--- src/rtl/audio_pkg.sv ---
// Shared constants for the audio-through path, I2S transmit side.
// Optional feature macro used by consumers of this package: UNDERRUN_MUTE_EN.
package audio_pkg;

    localparam int         DATA_W_DEFAULT = 24;
    localparam int         SLOT_BITS      = 32;
    localparam int         MCLK_PER_BCLK  = 4;
    localparam logic [7:0] PH_LEFT_LOAD   = 8'h00;
    localparam logic [7:0] PH_RIGHT_LOAD  = 8'h80;

    localparam int SLOT_W   = $clog2(SLOT_BITS);
    localparam int BCLK_BIT = $clog2(MCLK_PER_BCLK) - 1;

    // Slot 0 is the one-BCLK gap after the LRCK edge; slots past the word are padding.
    function automatic logic slot_has_data(input logic [SLOT_W-1:0] b, input int data_w);
        return (b != '0) && (int'(b) <= data_w);
    endfunction

endpackage

--- src/rtl/i2s_tx_timing.sv ---
// Free-running I2S master timing: 8-bit phase counter, registered BCLK/LRCK/FRAME_START,
// plus the combinational slot index and per-channel load enables for the datapath.
module i2s_tx_timing
    import audio_pkg::*;
(
    input  logic              i_clk,
    input  logic              i_rst,
    output logic              o_bclk,
    output logic              o_lrck,
    output logic              o_frame_start,
    output logic              o_chan,
    output logic [SLOT_W-1:0] o_slot,
    output logic              o_load_l,
    output logic              o_load_r
);

    logic [7:0] r_ph;
    logic       r_bclk;
    logic       r_lrck;
    logic       r_frame_start;

    always_ff @(posedge i_clk or posedge i_rst) begin
        if (i_rst) begin
            r_ph          <= 8'h00;
            r_bclk        <= 1'b0;
            r_lrck        <= 1'b0;
            r_frame_start <= 1'b0;
        end else begin
            r_ph          <= r_ph + 8'd1;
            r_bclk        <= r_ph[BCLK_BIT];
            r_lrck        <= r_ph[7];
            r_frame_start <= (r_ph == PH_LEFT_LOAD);
        end
    end

    assign o_bclk        = r_bclk;
    assign o_lrck        = r_lrck;
    assign o_frame_start = r_frame_start;

    // Unregistered view of the current phase; the datapath registers what it derives from it.
    assign o_chan   = r_ph[7];
    assign o_slot   = r_ph[BCLK_BIT+1 +: SLOT_W];
    assign o_load_l = (r_ph == PH_LEFT_LOAD);
    assign o_load_r = (r_ph == PH_RIGHT_LOAD);

endmodule

--- src/rtl/i2s_tx_serializer.sv ---
// Philips I2S transmitter: hold/shift datapath around the i2s_tx_timing phase generator.
// Define UNDERRUN_MUTE_EN to mute and flag slots whose channel saw no strobe since the last load.
module i2s_tx_serializer
    import audio_pkg::*;
#(
    parameter int DATA_W = DATA_W_DEFAULT
) (
    input  logic              MCLK,
    input  logic              RESET,
    input  logic [DATA_W-1:0] DATA_LEFT_IN,
    input  logic [DATA_W-1:0] DATA_RIGHT_IN,
    input  logic              SAMPLING_POINT_LEFT_IN,
    input  logic              SAMPLING_POINT_RIGHT_IN,
    output logic              I2S_BCLK,
    output logic              I2S_LRCK,
    output logic              I2S_SDATA,
    output logic              FRAME_START,
    output logic              UNDERRUN
);

    localparam int IDX_W = $clog2(DATA_W);

    logic              w_chan;
    logic [SLOT_W-1:0] w_slot;
    logic              w_load_l;
    logic              w_load_r;
    logic              w_mute_l;
    logic              w_mute_r;
    logic              w_bit_on;
    logic [IDX_W-1:0]  w_idx;
    logic              w_bit;

    logic [DATA_W-1:0] r_hold_l;
    logic [DATA_W-1:0] r_hold_r;
    logic [DATA_W-1:0] r_sh_l;
    logic [DATA_W-1:0] r_sh_r;
    logic              r_sdata;

    i2s_tx_timing u_timing (
        .i_clk         (MCLK),
        .i_rst         (RESET),
        .o_bclk        (I2S_BCLK),
        .o_lrck        (I2S_LRCK),
        .o_frame_start (FRAME_START),
        .o_chan        (w_chan),
        .o_slot        (w_slot),
        .o_load_l      (w_load_l),
        .o_load_r      (w_load_r)
    );

`ifdef UNDERRUN_MUTE_EN
    logic r_fresh_l;
    logic r_fresh_r;
    logic r_underrun;

    // A strobe landing in the load cycle wins over the clear, so it arms the following slot.
    always_ff @(posedge MCLK or posedge RESET) begin
        if (RESET) begin
            r_fresh_l  <= 1'b0;
            r_fresh_r  <= 1'b0;
            r_underrun <= 1'b0;
        end else begin
            r_fresh_l  <= SAMPLING_POINT_LEFT_IN  | (r_fresh_l & ~w_load_l);
            r_fresh_r  <= SAMPLING_POINT_RIGHT_IN | (r_fresh_r & ~w_load_r);
            r_underrun <= (w_load_l & ~r_fresh_l) | (w_load_r & ~r_fresh_r);
        end
    end

    assign w_mute_l = ~r_fresh_l;
    assign w_mute_r = ~r_fresh_r;
    assign UNDERRUN = r_underrun;
`else
    assign w_mute_l = 1'b0;
    assign w_mute_r = 1'b0;
    assign UNDERRUN = 1'b0;
`endif

    // Slot b carries word bit DATA_W-b; the index is only consumed when w_bit_on is set.
    assign w_bit_on = slot_has_data(w_slot, DATA_W);
    assign w_idx    = IDX_W'(DATA_W - int'(w_slot));

    always_comb begin
        w_bit = 1'b0;
        if (w_bit_on) begin
            w_bit = w_chan ? r_sh_r[w_idx] : r_sh_l[w_idx];
        end
    end

    always_ff @(posedge MCLK or posedge RESET) begin
        if (RESET) begin
            r_hold_l <= '0;
            r_hold_r <= '0;
            r_sh_l   <= '0;
            r_sh_r   <= '0;
            r_sdata  <= 1'b0;
        end else begin
            if (SAMPLING_POINT_LEFT_IN) begin
                r_hold_l <= DATA_LEFT_IN;
            end
            if (SAMPLING_POINT_RIGHT_IN) begin
                r_hold_r <= DATA_RIGHT_IN;
            end
            // Loads sample the hold value from before this edge, so a same-cycle strobe waits a frame.
            if (w_load_l) begin
                r_sh_l <= w_mute_l ? '0 : r_hold_l;
            end
            if (w_load_r) begin
                r_sh_r <= w_mute_r ? '0 : r_hold_r;
            end
            r_sdata <= w_bit;
        end
    end

    assign I2S_SDATA = r_sdata;

endmodule

--- config.mk ---
export PLATFORM = sky130hd
export DESIGN_NAME = i2s_tx_serializer
export DESIGN_NICKNAME = d
export VERILOG_FILES = /design/src/rtl/audio_pkg.sv /design/src/rtl/i2s_tx_timing.sv /design/src/rtl/i2s_tx_serializer.sv
export SDC_FILE = /design/constraint.sdc
export NUM_CORES = 1
export LEC_CHECK = 0
export ABC_CLOCK_PERIOD_IN_PS = 4250
export CAP_MARGIN = 0
export CORE_AREA = 4 4 93 95
export CTS_BUF_LIST = sky130_fd_sc_hd__clkbuf_4
export DETAILED_ROUTE_END_ITERATION = 10
export DIE_AREA = 0 0 97 99
export DONT_BUFFER_PORTS = 1
export GPL_ROUTABILITY_DRIVEN = 1
export GPL_TIMING_DRIVEN = 0
export HOLD_SLACK_MARGIN = 0.02
export PLACE_DENSITY = 0.77
export RECOVER_POWER = 50
export REMOVE_ABC_BUFFERS = 1
export SYNTH_ARGS = -nofsm -noshare
export SYNTH_HDL_FRONTEND = slang
export SYNTH_SLANG_ARGS = --single-unit
--- constraint.sdc ---
create_clock -name MCLK -period 4.25 [get_ports MCLK]
set_clock_uncertainty 0.05 [all_clocks]
set_input_delay 0.425 -clock MCLK [delete_from_list [all_inputs] [get_ports MCLK]]
set_output_delay 0.425 -clock MCLK [all_outputs]
set_load 0.005 [all_outputs]
==> results.ini <==
[grt]
grt_max_degree=65
globalRouteTotalUtil_pct=16.4
grt_pass1_vias=2594
grt_pass1_wl_um=12500
grt-ovfl-total=0
antenna_found_initial=0

[clock_tree]
cts_inserted_buffers=9
clk_latency_ns=0.46
clkTransAtPathRegs_ns=0.16
cts_htree_levels=3
cts.sinks=108
cts_resized=0
cts_tree=done
clk_root_buffer_cell=clkbuf_4
clock_path_buffers=2

[pwr]
p_leak_uw=0.00230
power_density_nw_per_um2=354
ir_drop_uv=226

[place]
port_buffers=0
place_congestion=0.836
hpwl_um=4960
place_area_um2=4610

[critical_path]
cp_top_family=simple AND/OR/NAND/NOR gates
cp.arrival_ns=3.76
path_buf_inv=2
cp-start-kind=flip-flop
slowest_delay_ns=0.86
crit_fanout=25
crit_required_ns=4.60
crit_chain=inv_2 -> ha_1 -> nor2b_1 -> nand4b_1 -> inv_2 -> nand2_1 -> nand2_1
critPathSlowestCell=nand4b_1
path_class=flip-flop to flip-flop
worstSetupEndpointType=flip-flop

[yosys]
synth-compound-area-share_pct=1.06
synth.most_common_cell=dfrtp_1
yosys-top-cells-count=dfrtp_1, nand2_1, mux2_1, mux2_2, clkbuf_1
synthAdderAreaFrac_pct=1.09
synth-seq-cells=108
syn_inst=333
syn_area_um2=4590
synth_top_family_by_area=multiplexers
yosysSeqAreaShare_pct=58.9
ys.flop_type=dfrtp_1
syn_area_per_cell_um2=13.8
yosysTopAreaCell=dfrtp_1
synth.distinct_cells=35
postSynth.asyncResetShare_pct=100
ys_warn_count=0
synth-simple-area-share_pct=8.35
netlist_top_cells_area=dfrtp_1, mux2_1, nand2_1
synth_edf_count=0
synthMuxAreaShare_pct=24.7
yosys.area_share.xor_xnor_pct=2.24
synth_top_area_share_pct=58.9

[detailed_routing]
drt-total-wl_um=7370
wire_per_inst_um=16.6
vias=2449
drtPass1Iterations=4
drtAntennaViolNets=0
drc=0
viasPerCell=5.52
drt_iter0_markers=57

[floorplanning]
core.rowCount=32
start_util_pct=59.4
ios=57
die-area_um2=9600
die_w_um=97
die-height_um=99
coreArea_um2=7730

[final_layout]
fin_util_pct=62.8
drive_gt1_share_pct=14.9
fillers=583
diodes=0
syn_to_final_growth_pct=5.78
fin_area_um2=4850
nets=393

[timing]
fin_crit_ns=3.42
fmax_mhz=293
rsz0062_at_grt=false
fin_tns_setup_ns=0
relSlewSlack_pct=-24.5
worst_pin_slew_ns=1.86
drv_slew=46
setup_viol=0
hold_slack_ns=0.0364
hold_viol=0
post-route-period-util_pct=80.4

[worst_hold_path]
holdCritPathClass=input pin to flip-flop

[outcome]
violations=capacitance limit, slew limit
status=finished with violations

[run]
maxCapViolations=1

-- cell type report --
cell class	instances	area (µm²)	share of cell area, %
inverter	7	27.5	0.567
multi-input combinational	198	1720	35.5
clock inverter	7	73.8	1.52
timing repair buffer	13	130	2.68
sequential	108	2700	55.7
clock buffer	9	67.6	1.39
tap	102	128	2.63
-- through the flow --
stage,cells,setup slack (ns),total power [µW]
3_5_place_dp,416,0.772,1220
3_3_place_gp,415,-0.0335,1210
2_1_floorplan,313,0.929,1190
6_report,444,0.833,1720
4_1_cts,442,0.749,1730
5_1_grt,444,0.465,1790
-- cell families (layout without fill, tap and decap cells) --
kind of cell,Yosys count,after routing
other,1,1
flip-flops,108,108
buffers and inverters,27,36
multiplexers,87,87
XOR/XNOR,10,10
AND/OR/NAND/NOR,90,90
adder cells (fa/ha/maj),4,4
AO/OA/AOI/OAI,6,6
-- state kept, by name (all words and copies together), names as in the netlist, 8 cells and up --
signal         count
r_sh_l            24
r_hold_r          24
u_timing.r_ph      8
r_sh_r            24
r_hold_l          24
-- routing by layer --
metal  share of wire, %  up-vias  GRT usage, %
li1                   -     1141             -
met1                 46     1256          21.2
met2                 49       42          27.1
met3                3.6       10          3.47
met4                1.5        0          6.70
met5                  0        -             0
-- power by group --
part           total [µW]  switching, µW  leakage [µW]  internal, µW
Clock                 520            336     0.0000783           183
Combinational        86.3           37.6      0.000859          48.6
Sequential           1110           26.8       0.00136          1090
Total                1720            401       0.00230          1320
-- layout by cell type (no fill, tap or decap), types with 2 or more instances in the layout --
| cell | netlist | final |
|---|---|---|
| xor2_1 | 4 | 4 |
| nand2_1 | 76 | 76 |
| nand3_1 | 4 | 4 |
| inv_1 | 5 | 4 |
| clkinv_4 | 0 | 2 |
| ha_1 | 4 | 4 |
| nand4b_1 | 2 | 2 |
| mux2_2 | 15 | 15 |
| mux4_1 | 3 | 3 |
| inv_6 | 0 | 2 |
| nand4_1 | 2 | 2 |
| clkbuf_4 | 0 | 9 |
| xnor2_1 | 4 | 4 |
| dfrtp_1 | 108 | 108 |
| inv_2 | 2 | 2 |
| mux2i_1 | 2 | 2 |
| mux2_1 | 57 | 57 |
| dlygate4sd3_1 | 0 | 11 |
| mux4_2 | 10 | 10 |
| nor2b_1 | 2 | 2 |
-- worst reg2reg max path, cell delays in order, from the launching register on --
cell	delay, ns
dfrtp_1	0.75
inv_2	0.22
ha_1	0.28
nor2b_1	0.24
nand4b_1	0.86
inv_2	0.74
nand2_1	0.14
nand2_1	0.08
-- final timing paths --
path | start | end | slack (ns) | depth (start not counted)
min | DATA_RIGHT_IN[4] | r_hold_r[4] | 0.04 | 1
max reg2reg | u_timing.r_ph[2] | r_sh_l[17] | 0.83 | 7
max in group asynchronous | RESET | r_hold_r[1] | 1.17 | 3
min reg2reg | u_timing.r_ph[1] | u_timing.o_bclk | 0.43 | 0
max | u_timing.r_ph[2] | r_sh_l[17] | 0.83 | 7
min in group asynchronous | RESET | r_hold_r[10] | 0.84 | 2
-- repair_timing --
item	4_1_cts	5_1_grt
hold buffers	10	1
buffers inserted	0	0
hold endpoints to repair	53	1
Note: power is estimated with default switching activity, not from simulation.
==> edit, RTL diff (config.mk and constraints unchanged) <==
Add an input register stage for `DATA_LEFT_IN` and `DATA_RIGHT_IN`, with the module's reset; this delays them by one clock. The other inputs are not delayed to match.
--- a/src/rtl/i2s_tx_serializer.sv
+++ b/src/rtl/i2s_tx_serializer.sv
@@ -19,6 +19,19 @@
 );
 
     localparam int IDX_W = $clog2(DATA_W);
+
+    logic [DATA_W-1:0] DATA_LEFT_IN_q;
+    logic [DATA_W-1:0] DATA_RIGHT_IN_q;
+
+    always_ff @(posedge MCLK or posedge RESET) begin
+        if (RESET) begin
+            DATA_LEFT_IN_q  <= '0;
+            DATA_RIGHT_IN_q <= '0;
+        end else begin
+            DATA_LEFT_IN_q  <= DATA_LEFT_IN;
+            DATA_RIGHT_IN_q <= DATA_RIGHT_IN;
+        end
+    end
 
     logic              w_chan;
     logic [SLOT_W-1:0] w_slot;
@@ -95,10 +108,10 @@
             r_sdata  <= 1'b0;
         end else begin
             if (SAMPLING_POINT_LEFT_IN) begin
-                r_hold_l <= DATA_LEFT_IN;
+                r_hold_l <= DATA_LEFT_IN_q;
             end
             if (SAMPLING_POINT_RIGHT_IN) begin
-                r_hold_r <= DATA_RIGHT_IN;
+                r_hold_r <= DATA_RIGHT_IN_q;
             end
             // Loads sample the hold value from before this edge, so a same-cycle strobe waits a frame.
             if (w_load_l) begin
Function: no difference found for any inputs over 10 cycles, from zero or initial values and one cycle with RESET high; that may be too few to reach the edited logic, so the function may still have changed.
==> edit against the unedited design <==
The flow still finishes with violations (max-capacitance violations, max-slew violations); area after synthesis is 26% higher; power is 51% higher; first-iteration DRC count is 100% higher; sequential share of layout area is 3.4 points higher; combinational power is 38% higher; sequential cell count is 48 higher; setup slack worse by 0.049 ns; final area is 36% higher; wire length is 35% higher; utilization is 23 points higher; critical endpoint is now r_sh_l[4].
==> edit: results <==
[placed_design]
dpl_worst_slack_ns = 0.757
gp_congestion = 0.815
dp_cells = 465

[critical_path]
cp.arrival_ns = 3.89
r2r_slack_ns = 0.78

[routing]
drt_pass1_iterations = 5
drt_iter0_markers = 116
viasPerCell = 5.62
drt_wl_total_mm = 9.94

[clock_tree]
clk_latency_ns = 0.53
cts_htree_levels = 4

[power_and_ir_drop]
p_leak_nw = 3.12
ir_drop_mv = 0.426
power.share.switching_pct = 24.0

[cells_and_area]
drive_above_1_share_pct = 15.1
fillers = 368
fin_cells = 547
nNetsFinal = 489

[global_routing]
grt_max_degree = 88
grt_pass1_wl_mm = 17.0
grt_pass1_vias = 3397

[synth]
synth_xor_area_share_pct = 1.77
synth-compound-area-share_pct = 0.843
synth_common_cells = "156 x dfrtp_1, 76 x nand2_1, 57 x mux2_1"
synth_cells = 381
synthAdderAreaFrac_pct = 0.865
synthMuxAreaShare_pct = 19.6
yosysSeqAreaShare_pct = 67.4

[job]
cap_violations = 1

[sta]
fin_crit_sh_pct = 81.5
drv_slew = 71

[outcome]
status = "finished, violations left"
violations = "max-capacitance violations, max-slew violations"

[hold_path]
hp-start = "DATA_LEFT_IN[1]"
[edit: path summary, 6_finish.rpt]
path                                      end  cells past startpoint
setup / recovery                    r_sh_l[4]                      7
hold / removal              DATA_LEFT_IN_q[1]                      1
setup reg to reg                    r_sh_l[4]                      7
hold reg to reg               u_timing.o_bclk                      0
max in group asynchronous        r_hold_l[10]                      3
min in group asynchronous  DATA_RIGHT_IN_q[8]                      2
[edit: layer usage]
metal / wire length (microns) / track usage [%] / part of all wire [%]
met1: 4000 / 28.5 / 40
met2: 5350 / 39.5 / 54
met3: 433 / 6.37 / 4.4
met4: 152 / 9.72 / 1.5
met5: 0 / 0 / 0
[edit: layout make-up]
class                           count  area [sq um]  share of cell area [%]
Clock inverter                     14           163                    2.46
Inverter                            7          27.5                   0.417
Timing Repair Buffer               53           533                    8.07
Multi-Input combinational cell    198          1720                    26.1
Tap cell                          102           128                    1.93
Sequential cell                   156          3900                    59.1
Clock buffer                       17           128                    1.93
[edit: worst max-delay path, delay by kind of cell, from the launching register on]
family	cells	cell delay (ns)
and+or+nand+nor	4	1.36
DFF	1	0.75
buffers and inverters	2	0.96
adders and majority gates	1	0.28
[edit: timing repair]
action	in CTS	in global routing
hold endpoints to repair	165	0
endpoints found under the setup margin	0	0
hold buffers	51	0
[edit: metrics by stage]
| step | setup TNS (ns) | area (sq um) |
|---|---|---|
| floorplan | -67.32 | 5650 |
| global placement | -259.06 | 5780 |
| detailed placement | 0 | 5830 |
| CTS | 0 | 6630 |
| global route | 0 | 6610 |
| finish | 0 | 6610 |
[edit: power groups by stage]
stage	clock [mW]	combinational, mW	sequential, mW
after floorplan	0	0.0609	1.60
after global placement	0	0.0679	1.61
after detailed placement	0	0.0757	1.61
after CTS	0.910	0.123	1.58
after global routing	0.988	0.134	1.59
final	0.900	0.119	1.58
